**src/rtl/load_store_unit.sv**
```systemverilog
// Load/store front end for a byte-lane RAM: builds write enables and lane-replicated
// write data, splits halfword stores into two byte writes, and extends load data.
module load_store_unit #(
    parameter int ADDR_W        = 32,
    parameter bit ERR_ZERO_DATA = 1'b1
) (
    input  logic              clk,
    input  logic              rst,
    input  logic              req_valid,
    output logic              req_ready,
    input  logic              req_we,
    input  logic [1:0]        req_size,
    input  logic              req_unsigned,
    input  logic [ADDR_W-1:0] req_addr,
    input  logic [31:0]       req_wdata,
    output logic              resp_valid,
    output logic              resp_err,
    output logic [31:0]       resp_rdata,
    output logic              mem_we,
    output logic [3:0]        mem_be,
    output logic [ADDR_W-1:0] mem_addr,
    output logic [31:0]       mem_wd,
    input  logic [31:0]       mem_rd
);
    localparam logic [0:0] IDLE  = 1'b0;
    localparam logic [0:0] HALF2 = 1'b1;

    logic [0:0]        state;
    logic [ADDR_W-1:0] h_addr;
    logic [7:0]        h_byte;
    logic              accept, err, half_store;
    logic [7:0]        ld_byte;
    logic [15:0]       ld_half;
    logic [31:0]       load_data;

    assign req_ready  = (state == IDLE);
    assign accept     = req_valid && req_ready;
    assign err        = (req_size == 2'b11) ||
                        (req_size == 2'b01 && req_addr[0]) ||
                        (req_size == 2'b10 && req_addr[1:0] != 2'b00);
    assign half_store = req_we && (req_size == 2'b01) && !err;

    always_comb begin
        ld_byte = mem_rd[7:0];
        case (req_addr[1:0])
            2'd0: ld_byte = mem_rd[7:0];
            2'd1: ld_byte = mem_rd[15:8];
            2'd2: ld_byte = mem_rd[23:16];
            2'd3: ld_byte = mem_rd[31:24];
            default: ld_byte = mem_rd[7:0];
        endcase
        ld_half = req_addr[1] ? mem_rd[31:16] : mem_rd[15:0];
        case (req_size)
            2'b00:   load_data = {{24{ld_byte[7] & ~req_unsigned}}, ld_byte};
            2'b01:   load_data = {{16{ld_half[15] & ~req_unsigned}}, ld_half};
            default: load_data = mem_rd;
        endcase
    end

    // Memory strobes are gated by rst so a reset mid-halfword blocks the second write.
    always_comb begin
        mem_we   = 1'b0;
        mem_be   = 4'b0000;
        mem_addr = req_addr;
        mem_wd   = 32'd0;
        if (rst) begin
            mem_we = 1'b0;
        end else if (state == HALF2) begin
            mem_we   = 1'b1;
            mem_be   = 4'b0001 << (h_addr[1:0] + 2'd1);
            mem_wd   = {4{h_byte}};
            mem_addr = h_addr;
        end else if (req_valid && req_we && !err) begin
            mem_we = 1'b1;
            if (req_size == 2'b10) begin
                mem_be = 4'b1111;
                mem_wd = req_wdata;
            end else begin
                mem_be = 4'b0001 << req_addr[1:0];
                mem_wd = {4{req_wdata[7:0]}};
            end
        end
    end

    always_ff @(posedge clk or posedge rst) begin
        if (rst) begin
            state      <= IDLE;
            h_addr     <= '0;
            h_byte     <= 8'd0;
            resp_valid <= 1'b0;
            resp_err   <= 1'b0;
            resp_rdata <= 32'd0;
        end else begin
            resp_valid <= 1'b0;
            resp_err   <= 1'b0;
            resp_rdata <= 32'd0;
            case (state)
                IDLE: begin
                    if (accept) begin
                        if (err) begin
                            resp_valid <= 1'b1;
                            resp_err   <= 1'b1;
                            resp_rdata <= ERR_ZERO_DATA ? 32'd0 : load_data;
                        end else if (half_store) begin
                            state  <= HALF2;
                            h_addr <= req_addr;
                            h_byte <= req_wdata[15:8];
                        end else begin
                            resp_valid <= 1'b1;
                            resp_rdata <= req_we ? 32'd0 : load_data;
                        end
                    end
                end
                HALF2: begin
                    state      <= IDLE;
                    resp_valid <= 1'b1;
                end
                default: state <= IDLE;
            endcase
        end
    end
endmodule
```
**config.mk**
```make
export PLATFORM = sky130hd
export DESIGN_NAME = load_store_unit
export DESIGN_NICKNAME = d
export VERILOG_FILES = /design/src/rtl/load_store_unit.sv
export SDC_FILE = /design/constraint.sdc
export NUM_CORES = 1
export LEC_CHECK = 0
export CORE_MARGIN = 4
export CORE_UTILIZATION = 27
export DETAILED_ROUTE_END_ITERATION = 6
export GPL_ROUTABILITY_DRIVEN = 0
export GPL_TIMING_DRIVEN = 0
export PLACE_DENSITY = 0.68
export SLEW_MARGIN = 20
export SYNTH_ARGS = -nofsm -noshare
export SYNTH_HDL_FRONTEND = slang
export SYNTH_SLANG_ARGS = --single-unit
```
**constraint.sdc**
```tcl
create_clock -name clk -period 3.1 [get_ports clk]
set_input_delay 0.31 -clock clk [delete_from_list [all_inputs] [get_ports clk]]
set_output_delay 0.31 -clock clk [all_outputs]
set_load 0.02 [all_outputs]
```
==> out/qor.yml <==
floorplanning:
  dieHeight_um: 136
  fp-row-count: 46
  initial_core_util: 0.277
  core-area_mm2: 0.0159
  pin_count: 207
  die_width_um: 136
  dieArea_mm2: 0.0185
routing:
  firstDrtPassIters: 5
  wire_per_inst_um: 17.9
  drt_iter0_drc: 213
  antenna_left: 0
  wirelength_um: 15600
  drc: 0
  vias: 4196
  drt-vias-per-instance: 4.81
synth:
  ys_ff_latch: 75
  yosysSeqAreaShare: 0.425
  synth-adder-area-share: 0
  synth_compound_area_frac: 0.178
  async_reset_ff_frac: 1.00
  synthMuxAreaShare: 0.232
  synthSimpleGateAreaFrac: 0.100
  netlist_area_mm2: 0.00442
  synth_top_family_by_area: "multiplexers"
  synth_common_cells: "dfrtp_1, a21oi_1, nand2_1, mux2_4, nor2_1"
  syn-num-nets: 534
  synth_area_leaders: "dfrtp_1, mux2_4, mux2_2, a21oi_1, nand2_1"
  yosysTopAreaCell: "dfrtp_1"
  synth-xor-area-share: 0
  synth_edf_count: 0
  synthDistinctLibCells: 43
  synth.top_cell.area_share: 0.425
  synthFlopType: "dfrtp_1"
  yosys_warnings: 0
  synthCells: 431
  synth_most_common_cell: "dfrtp_1"
  syn-mean-instance-area_um2: 10.3
power:
  comb_power_share: 0.224
  internal_power_w: 0.00231
  power.density_mw_per_mm2: 435
  p_clk_frac: 0.396
  vdd_drop_max_mv: 0.284
  power_leakage_nw: 3.13
  p_total_w: 0.00312
  power_frac_seq: 0.380
  switchingPower_w: 0.000810
  switching_share: 0.260
timing:
  rsz0062_at_grt: "no"
  finalMaxSlewViolations: 0
  finClkSkew_ns: 0.00601
  hold_violations: 0
  fin_crit_sh: 0.946
  worst_pin_slew_ns: 0.758
  finalCriticalPeriod_ns: 2.93
  setup_violations: 0
  slew_headroom: 0.494
  fmax_mhz: 341
worst_setup_path:
  rr_worst_depth: 6
  endpoint_kind: "output port"
  critPathLaunch: "req_addr[1]"
  critPathMaxFanout: 10
  crit_type: "input pin to output port"
  worstReg2RegStart: "state$_DFF_PP0_"
  required_ns: 2.79
  arrival_ns: 2.62
  crit_path_start_kind: "input pin"
global_route:
  grt_pass1_vias: 4340
  overflow: 0
  track_usage: 0.165
  grt_pass1_wl_um: 23400
  grt_max_degree: 29
  antenna_found_initial: 1
cts:
  clock_sinks: 75
  ctsRootBufferMaster: "clkbuf_16"
  postCtsHoldBufs: 0
  tritoncts: "done"
  clk_latency_ns: 0.34
  cts_buffer_depth: 2
  clkSlewWorstSetupHoldPaths_ns: 0.07
  cts_buffers: 9
  htreeDepth: 3
final_layout:
  num-nets-final: 754
  n_antenna_cell: 0
  layout-drive-gt1-share: 0.195
  fin_cells: 872
  area_delta_synth_final_pct: 62.2
place:
  post-dp-hpwl_um: 12000
  numPortBuffers: 206
  dp_cells: 855
min_path:
  worstHoldStart: "h_addr[31]$_DFFE_PP0P_"
  whs_path_depth: 1
  hp-class: "flop to flop"
job:
  maxCapViolCount: 0
outcome:
  status: "finished, final reports clean"
==> per-layer routing <==
metal  global-route usage  wire length [um]  vias up
met5                    0                13        -
li1                     -                 -     1968
met3               0.0463              1080       32
met1                0.199              6410     2027
met4               0.0761               402        2
met2                0.272              7700      167
==> sequential cells by signal, summed over array words and instances, names as in the netlist <==
signal / cells
h_addr: 32
h_byte: 8
resp_err: 1
resp_rdata: 32
resp_valid: 1
state: 1
==> cell type report <==
class	count	area (um2)
sequential	75	1880
fill	1479	8770
clock buffer	9	225
timing repair buffer	209	2120
clock inverter	7	124
inverter	28	109
buffer	31	188
multi-input combinational	296	2250
timing repair inverter	1	5.00
tap	216	270
==> worst max-delay path, cell delays in order <==
cell and delay (ns):
clkdlybuf4s50_1 0.57, buf_4 0.22, buf_2 0.26, inv_1 0.16, o21ai_0 0.18, nand2_1 0.07
a21oi_1 0.18, clkdlybuf4s50_1 0.66
==> power groups by stage <==
stage	clock (W)	sequential, W	combinational (W)
2_1_floorplan	0	0.00119	0.000373
3_3_place_gp	0	0.00119	0.000676
3_5_place_dp	0	0.00120	0.000696
4_1_cts	0.00127	0.00118	0.000703
5_1_grt	0.00131	0.00120	0.000752
6_report	0.00123	0.00118	0.000699
==> per-stage QoR <==
stage	setup TNS (ns)	hold slack (ns)	setup WS, ns	util	area, um2
3_5_place_dp	-1.95	0.481	-0.0981	0.426	6790
6_report	0	0.490	0.167	0.450	7170
5_1_grt	0	0.515	0.00905	0.450	7170
2_1_floorplan	0	0.424	0.640	-	4420
3_3_place_gp	-15.92	0.468	-1.24	0.424	6750
4_1_cts	0	0.463	0.0193	0.448	7150
==> logic make-up (layout without fill, tap and decap cells) <==
kind of cell	Yosys count	in the layout
AO/OA/AOI/OAI	116	116
AND/OR/NAND/NOR	98	98
multiplexers	82	82
flip-flops	75	75
buffers and inverters	60	285
==> cell usage in the layout, fill, tap and decap left out, types with 9 or more instances in the layout <==
master,n
nor2_1,30
mux2i_1,10
dfrtp_1,75
a211oi_1,14
mux2_2,29
o21ai_2,10
nand2_1,46
clkbuf_16,9
o21ai_0,18
buf_2,15
mux2_4,30
mux2_1,13
a21oi_1,47
inv_1,26
clkdlybuf4s50_1,203
==> timing repair <==
| item | 4_1_cts | 5_1_grt |
|---|---|---|
| pin swaps | 0 | 0 |
| buffers inserted | 0 | 1 |
| resized for setup | 3 | 11 |
| setup endpoints to repair | 34 | 32 |
| cloned | 1 | 0 |
==> path summary, 6_finish.rpt <==
| check | end | slack (ns) |
|---|---|---|
| hold reg to reg | h_addr[31]$_DFFE_PP0P_ | 0.49 |
| min in group asynchronous | state$_DFF_PP0_ | 0.51 |
| hold / removal | h_addr[31]$_DFFE_PP0P_ | 0.49 |
| setup / recovery | mem_be[2] | 0.17 |
| max in group asynchronous | resp_rdata[22]$_DFF_PP0_ | 1.95 |
| setup reg to reg | resp_rdata[31]$_DFF_PP0_ | 1.38 |
Power figures use the tool's default switching activity.
